## config.mk

```make
export PLATFORM = sky130hd
export DESIGN_NAME = div_clk_ratio_detector_flat
export DESIGN_NICKNAME = d
export VERILOG_FILES = /design/src/rtl/div_clk_ratio_detector_pkg.sv /design/src/rtl/div_clk_ratio_detector_if.sv /design/src/rtl/div_clk_ratio_detector_edge_det.sv /design/src/rtl/div_clk_ratio_detector.sv /design/src/flat_wrapper.sv
export SDC_FILE = /design/constraint.sdc
export NUM_CORES = 1
export LEC_CHECK = 0
export BUFFER_PORTS_ARGS = -buffer_cell sky130_fd_sc_hd__buf_2
export CORE_UTILIZATION = 58
export DETAILED_ROUTE_END_ITERATION = 6
export GPL_ROUTABILITY_DRIVEN = 1
export PLACE_DENSITY = 0.77
export SYNTH_ARGS = -nofsm -noshare
export SYNTH_HDL_FRONTEND = slang
export SYNTH_SLANG_ARGS = --single-unit
export TNS_END_PERCENT = 20
```

## constraint.sdc

```tcl
create_clock -name i_ref_clk -period 1.99 [get_ports i_ref_clk]
set_input_delay 0 -clock i_ref_clk [delete_from_list [all_inputs] [get_ports i_ref_clk]]
set_output_delay 0 -clock i_ref_clk [all_outputs]
set_load 0.1 [all_outputs]
```

## src/rtl/div_clk_ratio_detector_pkg.sv

```systemverilog
// Shared definitions for the divided-clock ratio detector:
// FSM state encoding, state width and match-counter width.
package div_clk_det_pkg;

   localparam int STATE_W    = 2;
   localparam int LOCK_CNT_W = 4;

   typedef enum logic [STATE_W-1:0] {
      ST_IDLE   = 2'd0,
      ST_ARM    = 2'd1,
      ST_MEAS   = 2'd2,
      ST_LOCKED = 2'd3
   } det_state_e;

   // True in the states where periods are being measured and timeouts apply
   function automatic logic is_measuring(input det_state_e st);
      return (st == ST_MEAS) || (st == ST_LOCKED);
   endfunction

endpackage

```

## src/rtl/div_clk_ratio_detector_if.sv

```systemverilog
// Signal bundle between the detector and its environment.
// master: the side that enables the detector and supplies the divided clock.
// slave : the detector itself.
// Optional DIV_DET_DUTY_EN adds the high-time measurement o_high_cnt.
interface div_clk_ratio_detector_if #(
   parameter int RATIO_WIDTH = 8
);
   logic                   i_en;
   logic                   i_div_clk;
   logic [RATIO_WIDTH-1:0] o_ratio;
   logic                   o_valid;
   logic                   o_locked;
   logic                   o_unlock_err;
   logic                   o_timeout;
`ifdef DIV_DET_DUTY_EN
   logic [RATIO_WIDTH-1:0] o_high_cnt;

   modport master (
      output i_en, i_div_clk,
      input  o_ratio, o_valid, o_locked, o_unlock_err, o_timeout, o_high_cnt
   );

   modport slave (
      input  i_en, i_div_clk,
      output o_ratio, o_valid, o_locked, o_unlock_err, o_timeout, o_high_cnt
   );
`else
   modport master (
      output i_en, i_div_clk,
      input  o_ratio, o_valid, o_locked, o_unlock_err, o_timeout
   );

   modport slave (
      input  i_en, i_div_clk,
      output o_ratio, o_valid, o_locked, o_unlock_err, o_timeout
   );
`endif
endinterface

```

## src/rtl/div_clk_ratio_detector_edge_det.sv

```systemverilog
// Edge detector for a signal already synchronous to i_ref_clk.
// Keeps one registered copy of the input and flags rising/falling edges
// combinationally in the cycle the new level is first seen.
module div_clk_edge_det (
   input  logic i_ref_clk,
   input  logic i_rst_n,
   input  logic i_din,
   output logic o_rise,
   output logic o_fall
);

   logic din_q;
   logic din_d;

   // Next value of the history register is simply the current input level
   always_comb begin
      din_d = i_din;
   end

   // History register, cleared to 0 so a high input right after reset reads as a rise
   always_ff @(posedge i_ref_clk or negedge i_rst_n) begin
      if (!i_rst_n) begin
         din_q <= 1'b0;
      end else begin
         din_q <= din_d;
      end
   end

   assign o_rise = i_din & ~din_q;
   assign o_fall = ~i_din & din_q;

endmodule

```

## src/rtl/div_clk_ratio_detector.sv

```systemverilog
// Divided-clock ratio detector.
// Measures the period of i_div_clk in i_ref_clk cycles, reports every
// measurement, declares lock after LOCK_COUNT equal periods, and flags a
// period change while locked (o_unlock_err) or a stalled clock (o_timeout).
// LOCK_COUNT must lie in 1..15 (4-bit match counter).
// Build option: define DIV_DET_DUTY_EN to add o_high_cnt, the number of
// cycles i_div_clk was high during the last measured period.
module div_clk_ratio_detector
   import div_clk_det_pkg::*;
#(
   parameter int RATIO_WIDTH = 8,
   parameter int LOCK_COUNT  = 4
) (
   input  logic                     i_ref_clk,
   input  logic                     i_rst_n,
   div_clk_ratio_detector_if.slave  bus
);

   // cnt is one bit wider than the ratio so it can saturate at 2^RATIO_WIDTH
   localparam logic [RATIO_WIDTH:0]    CNT_ONE   = {{RATIO_WIDTH{1'b0}}, 1'b1};
   localparam logic [RATIO_WIDTH:0]    CNT_SAT   = {1'b1, {RATIO_WIDTH{1'b0}}};
   localparam logic [RATIO_WIDTH:0]    CNT_TO    = {1'b0, {RATIO_WIDTH{1'b1}}};
   localparam logic [LOCK_CNT_W-1:0]   MATCH_ONE = {{(LOCK_CNT_W-1){1'b0}}, 1'b1};
   localparam logic [LOCK_CNT_W-1:0]   MATCH_MAX = {LOCK_CNT_W{1'b1}};
   localparam logic [LOCK_CNT_W-1:0]   LOCK_TGT  = LOCK_CNT_W'(LOCK_COUNT);

   det_state_e               state_q, state_d;
   logic [RATIO_WIDTH:0]     cnt_q, cnt_d;
   logic [RATIO_WIDTH:0]     prev_q, prev_d;
   logic [LOCK_CNT_W-1:0]    match_q, match_d;
   logic [RATIO_WIDTH-1:0]   ratio_q, ratio_d;
   logic                     valid_q, valid_d;
   logic                     locked_q, locked_d;
   logic                     unlock_q, unlock_d;
   logic                     timeout_q, timeout_d;

   logic                     div_rise;
   logic                     div_fall;
   logic [RATIO_WIDTH:0]     cnt_inc;
   logic [LOCK_CNT_W-1:0]    match_inc;
   logic [LOCK_CNT_W-1:0]    match_new;
   logic                     same_period;

   div_clk_edge_det u_edge (
      .i_ref_clk (i_ref_clk),
      .i_rst_n   (i_rst_n),
      .i_din     (bus.i_div_clk),
      .o_rise    (div_rise),
      .o_fall    (div_fall)
   );

   assign cnt_inc     = (cnt_q == CNT_SAT) ? CNT_SAT : cnt_q + CNT_ONE;
   assign match_inc   = (match_q == MATCH_MAX) ? MATCH_MAX : match_q + MATCH_ONE;
   // prev is cleared on arming, and cnt is never 0 at a rise, so the first
   // measurement always starts a fresh run of one
   assign same_period = (cnt_q == prev_q);
   assign match_new   = same_period ? match_inc : MATCH_ONE;

   // Next-state, period counting, lock tracking and output pulse generation
   always_comb begin
      state_d   = state_q;
      cnt_d     = div_rise ? CNT_ONE : cnt_inc;
      prev_d    = prev_q;
      match_d   = match_q;
      ratio_d   = ratio_q;
      valid_d   = 1'b0;
      locked_d  = locked_q;
      unlock_d  = 1'b0;
      timeout_d = 1'b0;

      case (state_q)
         ST_IDLE: begin
            cnt_d = '0;
            if (bus.i_en) begin
               state_d = ST_ARM;
            end
         end
         ST_ARM: begin
            // The first rise only starts the clock on a period; nothing is reported
            if (div_rise) begin
               prev_d  = '0;
               match_d = '0;
               state_d = ST_MEAS;
            end
         end
         ST_MEAS, ST_LOCKED: begin
            if (div_rise) begin
               valid_d = 1'b1;
               ratio_d = cnt_q[RATIO_WIDTH-1:0];
               prev_d  = cnt_q;
               if (state_q == ST_LOCKED) begin
                  if (!same_period) begin
                     locked_d = 1'b0;
                     unlock_d = 1'b1;
                     match_d  = MATCH_ONE;
                     state_d  = ST_MEAS;
                  end
               end else begin
                  match_d = match_new;
                  // >= so that LOCK_COUNT=1 can still re-lock after an unlock
                  if (match_new >= LOCK_TGT) begin
                     locked_d = 1'b1;
                     state_d  = ST_LOCKED;
                  end
               end
            end else if (cnt_q == CNT_TO) begin
               // cnt is about to reach 2^RATIO_WIDTH with no rise: clock has stalled
               timeout_d = 1'b1;
               locked_d  = 1'b0;
               match_d   = '0;
               state_d   = ST_ARM;
            end
         end
         default: begin
            state_d = ST_IDLE;
         end
      endcase

      // Disable overrides everything; the last ratio is kept for status reads
      if (!bus.i_en) begin
         state_d   = ST_IDLE;
         cnt_d     = '0;
         match_d   = '0;
         locked_d  = 1'b0;
         valid_d   = 1'b0;
         unlock_d  = 1'b0;
         timeout_d = 1'b0;
      end
   end

   // State and status registers
   always_ff @(posedge i_ref_clk or negedge i_rst_n) begin
      if (!i_rst_n) begin
         state_q   <= ST_IDLE;
         cnt_q     <= '0;
         prev_q    <= '0;
         match_q   <= '0;
         ratio_q   <= '0;
         valid_q   <= 1'b0;
         locked_q  <= 1'b0;
         unlock_q  <= 1'b0;
         timeout_q <= 1'b0;
      end else begin
         state_q   <= state_d;
         cnt_q     <= cnt_d;
         prev_q    <= prev_d;
         match_q   <= match_d;
         ratio_q   <= ratio_d;
         valid_q   <= valid_d;
         locked_q  <= locked_d;
         unlock_q  <= unlock_d;
         timeout_q <= timeout_d;
      end
   end

   assign bus.o_ratio      = ratio_q;
   assign bus.o_valid      = valid_q;
   assign bus.o_locked     = locked_q;
   assign bus.o_unlock_err = unlock_q;
   assign bus.o_timeout    = timeout_q;

`ifdef DIV_DET_DUTY_EN
   localparam logic [RATIO_WIDTH-1:0] HIGH_ONE = {{(RATIO_WIDTH-1){1'b0}}, 1'b1};

   logic [RATIO_WIDTH-1:0] high_cnt_q, high_cnt_d;
   logic [RATIO_WIDTH-1:0] high_cap_q, high_cap_d;
   logic [RATIO_WIDTH-1:0] high_out_q, high_out_d;
   logic                   meas_rise;

   // Same qualification as an o_ratio update, so o_high_cnt moves with o_valid
   assign meas_rise = bus.i_en && div_rise && is_measuring(state_q);

   // High-time counter restarts on rise, is snapshotted on fall, published on the next rise
   always_comb begin
      high_cnt_d = high_cnt_q;
      high_cap_d = high_cap_q;
      high_out_d = high_out_q;
      if (div_rise) begin
         high_cnt_d = HIGH_ONE;
      end else if (bus.i_div_clk && (high_cnt_q != {RATIO_WIDTH{1'b1}})) begin
         high_cnt_d = high_cnt_q + HIGH_ONE;
      end
      if (div_fall) begin
         high_cap_d = high_cnt_q;
      end
      if (meas_rise) begin
         high_out_d = high_cap_q;
      end
   end

   // High-time registers
   always_ff @(posedge i_ref_clk or negedge i_rst_n) begin
      if (!i_rst_n) begin
         high_cnt_q <= '0;
         high_cap_q <= '0;
         high_out_q <= '0;
      end else begin
         high_cnt_q <= high_cnt_d;
         high_cap_q <= high_cap_d;
         high_out_q <= high_out_d;
      end
   end

   assign bus.o_high_cnt = high_out_q;
`else
   // Falling edge only feeds the high-time option
   logic unused_fall;
   assign unused_fall = div_fall;
`endif

endmodule
```

## src/flat_wrapper.sv

```systemverilog
// flat-port wrapper written by rule: the top's interface ports become plain ports
module div_clk_ratio_detector_flat import div_clk_det_pkg::*;
#(
   parameter int RATIO_WIDTH = 8,
   parameter int LOCK_COUNT  = 4
)
  (i_ref_clk, i_rst_n, bus_i_en, bus_i_div_clk, bus_o_ratio, bus_o_valid, bus_o_locked, bus_o_unlock_err, bus_o_timeout);
  div_clk_ratio_detector_if #(.RATIO_WIDTH(RATIO_WIDTH)) bus_i ();
  input  logic i_ref_clk;
  input  logic i_rst_n;
  input wire logic [$bits(bus_i.i_en)-1:0] bus_i_en;
  input wire logic [$bits(bus_i.i_div_clk)-1:0] bus_i_div_clk;
  output wire logic [$bits(bus_i.o_ratio)-1:0] bus_o_ratio;
  output wire logic [$bits(bus_i.o_valid)-1:0] bus_o_valid;
  output wire logic [$bits(bus_i.o_locked)-1:0] bus_o_locked;
  output wire logic [$bits(bus_i.o_unlock_err)-1:0] bus_o_unlock_err;
  output wire logic [$bits(bus_i.o_timeout)-1:0] bus_o_timeout;
  assign bus_i.i_en = bus_i_en;
  assign bus_i.i_div_clk = bus_i_div_clk;
  assign bus_o_ratio = bus_i.o_ratio;
  assign bus_o_valid = bus_i.o_valid;
  assign bus_o_locked = bus_i.o_locked;
  assign bus_o_unlock_err = bus_i.o_unlock_err;
  assign bus_o_timeout = bus_i.o_timeout;
  div_clk_ratio_detector #(.RATIO_WIDTH(RATIO_WIDTH), .LOCK_COUNT(LOCK_COUNT)) u_core (.i_ref_clk(i_ref_clk), .i_rst_n(i_rst_n), .bus(bus_i));
endmodule
```

* Word-level counts from Yosys, hierarchy flattened
Index checks and enable logic that the tools add are counted.
** Operators by class
- Eq/ne operators :: 18
- Add/subtract/negate cells :: 2
- Order comparisons :: 1
- Div/mod/pow operators :: 0
- Multipliers :: 0
- Shifts and indexed selects :: 0
- Bitwise gates (word level) :: 2
- Reductions and logical operators :: 8
- Muxes and demuxes :: 43
** Operator list (count)
- two-way mux 9 bit :: 6
- two-way mux 4 bit :: 8
- two-way mux 1 bit :: 19
- one-hot mux 9 bit (2 select lines) :: 1
- two-way mux 2 bit :: 7
- AND reduction 4 bit :: 3
- != test 5 bit, second input constant :: 2
- adder 9 x 1 -> 9 bit, second input constant :: 1
- equality test 9 x 8 -> 1 bit, second input constant :: 1
- equality test 9 bit :: 1
- equality test 9 bit, second input constant :: 1
- != test 4 bit, second input constant :: 2
- one-hot mux 4 bit (2 select lines) :: 1
- != test 2 x 1 -> 1 bit, second input constant :: 3
- != test 3 x 1 -> 1 bit, second input constant :: 2
- one-hot mux 2 bit (3 select lines) :: 1
- adder 4 x 1 -> 4 bit, second input constant :: 1
- equality test 2 bit, second input constant :: 2
- equality test 4 bit, second input constant :: 1
- greater-or-equal comparator 4 x 3 -> 1 bit, second input constant :: 1
- != test 4 x 2 -> 1 bit, second input constant :: 1
- != test 3 x 2 -> 1 bit, second input constant :: 1
- AND reduction 3 bit :: 1
- equality test 2 x 1 -> 1 bit, second input constant :: 1
- 6 further kinds :: 6
** Storage, ports and cells
- Bits in read-only memories :: 0
- Bits in latches :: 0
- Output and inout bits :: 12
- Bits in writable memories :: 0
- Register bits :: 37
- Memories kept :: 0
- Bits of input ports :: 4
- Word-level logic and storage cells :: 84

* Longest topological paths before layout
- Depth in word-level cells :: 9
- Mapped depth :: 9

* Cells and area by module
From an unflattened synthesis, not the netlist that was laid out.
** Unflattened totals
- Cell total of the unflattened synthesis :: 167
- Area, all modules :: 1896.8 µm²
** By module, submodules not included
- div_clk_ratio_detector :: area an instance 1856.8 µm², cells an instance 164, times used 1
- div_clk_edge_det :: area an instance 40.0 µm², cells an instance 3, times used 1

* Worst setup path after synthesis
No wires, ideal clock.
- Path kind :: reg2reg
- Start :: register u_core.cnt_q[0]
- End :: register u_core.match_q[0]
- Cell stages (with the launch flop) :: 10
- Setup time :: 121 ps
- Data arrival time :: 1722 ps
- Slack :: 147 ps
- Clock period less this slack :: 1843 ps
- Path buffers :: 0
- Cells stage by stage :: dfrtp_1 -> ha_1 -> nand3_1 -> nor2_1 -> and3_2 -> ha_1 -> a21oi_1 -> o21a_1 -> a21oi_1 -> o22a_1
** Between the ends
- Longest elaborated chain between the ends :: 6
** RTL lines
- from (decl) :: RTL line div_clk_ratio_detector.sv:28 : logic [RATIO_WIDTH:0] cnt_q, cnt_d;
- from (signal assigned) :: RTL line div_clk_ratio_detector.sv:145 : cnt_q <= cnt_d;
- equality test 9 bit :: RTL line div_clk_ratio_detector.sv:56 : assign same_period = (cnt_q == prev_q);
- two-way mux 4 bit :: RTL line div_clk_ratio_detector.sv:57 : assign match_new = same_period ? match_inc : MATCH_ONE;
- two-way mux 4 bit :: RTL line div_clk_ratio_detector.sv:91 : if (state_q == ST_LOCKED) begin
- two-way mux 4 bit :: RTL line div_clk_ratio_detector.sv:87 : if (div_rise) begin
- one-hot mux 4 bit (2 select lines) :: RTL line div_clk_ratio_detector.sv:71 : case (state_q)
- two-way mux 4 bit :: RTL line div_clk_ratio_detector.sv:120 : if (!bus.i_en) begin
- to (signal assigned) :: RTL line div_clk_ratio_detector.sv:147 : match_q <= match_d;
- to (decl) :: RTL line div_clk_ratio_detector.sv:30 : logic [LOCK_CNT_W-1:0] match_q, match_d;
Parallel ways exist; a longest one is shown, timed or not.
A chain may end at the register's enable or synchronous reset.

* Worst setup path after layout
Ends and elaborated chain as after synthesis.

==> summary.md <==
| Metric | Value |
|---|---|
| Global-route wire length before repair | `5.747 mm` |
| Fmax achieved | `517.2 MHz` |
| Part of the Yosys area used for sequential elements | `51.35%` |
| Die Y-Extent | `57.76 µm` |
| Count of final setup violators | `0` |
| Syn-to-layout area delta | `12.14%` |
| Net count after synthesis | `approximately 170` |
| Number of max-slew violations in the final report | `0` |
| Proportion of layout cells with a drive suffix above 1 | `26.46%` |
| Global routing usage summed across all routing layers | `about a quarter` |
| Input/output buffers | `15` |
| Clock slew at the register clock pins of the worst setup and hold paths | `120 ps` |
| Starting utilization of the core area | `a little over three fifths` |
| Std-Cell Rows | `19` |
| Post-route fraction of the period consumed by the critical path | `97.16%` |
| Synthesized netlist cell count | `165` |
| Remaining design rule violation count | `3` |
| Chip Width | `57.76 µm` |
| Result of the run | `complete, but fails checks` |
| Adder-cell area share of the yosys netlist | `2.776%` |
| Count of nets left with antenna violations after detail routing | `0` |
| Cell type with the highest aggregate area in the netlist | `dfrtp_1` |
| Simple-gate share of the synthesized area | `13.81%` |
| Synth Area in XOR/XNOR | `8.119%` |
| Overall via count from detail_route | `around 1300` |
| Top area cells in the synthesized netlist | `dfrtp_1 (51%), mux2_2 (5.0%), a22o_1 (3.9%)` |
| Pre-CTS WS | `between 60 and 70 ps` |
| Ys async rst share | `100.0%` |
| Initial antenna violation count | `0` |
| Final cell area excluding filler cells | `between 0.002 and 0.0025 mm²` |
| Clock Skews | `10.50 ps` |
| Worst setup EP type | `flop` |
| EDFF count, synth | `0` |
| Final RePlAce weighted congestion | `0.8099` |
| Number of global-route vias before repair | `1243` |
| Endpoint of the lowest-slack register-to-register path | `u_core.match_q[0]$_DFFE_PN0P_` |
| Register bit total from synthesis | `37` |
| Top flip-flop cell by instance count after synthesis | `dfrtp_1` |
| Sequential power share | `55.1%` |
| Vias per cell | `5.923` |
| Clock latency on the worst-skew pair | `350 ps` |
| Total length of routed wires | `3.464 mm` |
| Post-synthesis mux area share | `4.997%` |
| Length in cells of the worst reg-to-reg path | `9` |
| Req. time, crit path | `2240 ps` |
| Worst IR Drop VDD | `between 0.4 and 0.5 mV` |
| Gate power share | `13.0%` |
| Fin. Hold Viols | `0` |
| Post-layout utilization of the core | `70.88%` |
| Post-DR wirelength/cell | `around 16 µm` |
| DRT iter0 DRCs | `73` |
| Dpl hpwl | `2.361 mm` |
| Cell area after placement | `0.001914 mm²` |
| Launching point of the worst reg2reg path | `u_core.cnt_q[0]$_DFF_PN0_` |
| Overall overflow remaining after global route | `0` |
| Diodes inserted | `0` |
| Failing checks | `DRC` |
| Number of nets in the finished design | `196` |
| Yosys warnings | `0` |
| Total net switching power | `396.9 µW` |
| CTS tree | `yes` |
| Most frequent cells in the layout | `dfrtp_1 (37), buf_2 (15), nor2_1 (14)` |
| Slack of the worst reg-to-reg path | `roughly 57 ps` |
| Reported max-cap violation count | `0` |
| Data arrival time of the critical path | `2180 ps` |
| Remaining max-slew budget at the tightest pin | `46.03%` |
| First-pass iteration count of the detailed router | `7` |
| Clk network pwr share | `between 30% and 40%` |
| Setup TNS after final layout | `0 ps` |
| Area of the die | `between 0.003 and 0.004 mm²` |
| Crit-path max FO | `3` |
| Tightest Hold Check Type | `input port to asynchronous set/reset pin` |
| Netlist area before placement | `approximately 0.0018 mm²` |
| Number of buffers on the longest clock path | `2` |
| Number of different library cells in the post-synthesis netlist | `41` |
| Area fraction in compound gates after synthesis | `around 14%` |
| Post-layout power | `1.427 mW` |
| Number of H-tree branching levels | `2` |
| Clock period minus worst slack | `between 1500 and 2000 ps` |
| Slew at the pin with the worst max-slew slack | `809.5 ps` |
| Element type at the critical path start | `flop` |
| Power Dens Cells | `a little over 700 mW/mm²` |
| Worst setup slack after layout | `between 50 and 60 ps` |
| Number of sinks driven by the clock tree | `37` |
| Main combinational cell family by area after synthesis | `compound AO/OA/AOI/OAI gates` |
| Internal power component | `roughly 1.0 mW` |
| Syn avg cell area | `10.93 µm²` |
| Core Area | `0.002853 mm²` |
| Top-level port count | `16` |
| Switching power as a share of total power | `27.81%` |
| Pin count of the biggest net entering global routing | `38` |
| Static power due to leakage | `0.9525 nW` |
| Post-CTS setup-driven buffer insertion count | `0` |
| Clock buffer count from CTS | `5` |
| Root Driver | `clkbuf_4` |
| Most common library cell in the layout ignoring fill and taps | `dfrtp_1` |
| Fraction of synthesized cell area taken by the top area cell type | `51.35%` |
| Category of the most critical setup path | `flop to flop` |
[flip-flops by register name, indices dropped and copies added, names as in the netlist]
signal,count
u_core.bus.o_unlock_err,1
u_core.match_q,4
u_core.bus.o_locked,1
u_core.bus.o_timeout,1
u_core.u_edge.din_q,1
u_core.bus.o_ratio,8
u_core.bus.o_valid,1
u_core.cnt_q,9
u_core.state_q,2
u_core.prev_q,9
[power by group through the flow]
stage	logic, mW	clock network [mW]	registers (mW)
global route	0.202	0.494	0.791
floorplan	0.0855	0	0.843
finish	0.185	0.455	0.787
detailed placement	0.182	0	0.801
global placement	0.177	0	0.799
CTS	0.186	0.461	0.787
[Yosys cell counts (5+ instances only)]
cell,instances
a22o_1,8
xor2_1,5
nand2_1,10
dfrtp_1,37
inv_1,5
a21oi_1,6
mux2_2,8
xnor2_1,8
buf_2,5
nor2_1,15
[stage by stage]
step / std cells / hold slack, ps
finish: 220 / 268.3
floorplan: 165 / -295.6
global route: 220 / 343.0
CTS: 220 / 280.2
global placement: 209 / 119.6
detailed placement: 209 / 129.2
[final cells by class]
class / instances / area [µm²]
flip-flops and latches: 37 / 925.9
well taps: 31 / 38.79
clock buffers: 7 / 65.06
fillers: 209 / 830.8
multi-input cells: 112 / 795.8
clock inverters: 1 / 5.005
repair buffers: 27 / 172.7
inverters: 5 / 18.77
[routing by layer]
metal	vias to the layer above	global-route usage, %	wire (µm)
met2	31	36.05	1710
met1	640	30.36	1490
li1	619	-	-
met4	0	12.24	120
met5	-	0	0
met3	13	7.143	143
[what timing repair did]
action                                  in CTS  in global routing
hold buffers                                 3                  0
gates resized for setup                      0                  2
endpoints found under the setup margin       0                  4
endpoints found under the hold margin       42                  0
[worst max-delay path, cell delays in order (launching register included)]
cell and delay, ps:
dfrtp_1 400, ha_1 250, nand3_2 120, nor2_2 60
and3_2 210, ha_1 200, a21oi_1 160, o21a_1 210
a21oi_1 60, o22a_1 190
[how the worst max path moves through the flow]
| stage | start | to | slack, ps |
|---|---|---|---|
| detailed placement | u_core.cnt_q[0]$_DFF_PN0_ | u_core.match_q[0]$_DFFE_PN0P_ | 60 |
| floorplan | u_core.cnt_q[0]$_DFF_PN0_ | u_core.match_q[0]$_DFFE_PN0P_ | 150 |
| global placement | u_core.cnt_q[0]$_DFF_PN0_ | u_core.match_q[0]$_DFFE_PN0P_ | 140 |
| global route | u_core.cnt_q[0]$_DFF_PN0_ | u_core.match_q[2]$_DFFE_PN0P_ | -60 |
| finish | u_core.cnt_q[0]$_DFF_PN0_ | u_core.match_q[0]$_DFFE_PN0P_ | 60 |
| CTS | u_core.cnt_q[0]$_DFF_PN0_ | u_core.match_q[0]$_DFFE_PN0P_ | 50 |
[logic make-up after synthesis]
group | Yosys count
AND/OR/NAND/NOR | 50
adder cells (fa/ha/maj) | 4
AO/OA/AOI/OAI | 35
buffers and inverters | 16
multiplexers | 8
XOR/XNOR | 15
flip-flops | 37
Power figures use the tool's default switching activity.
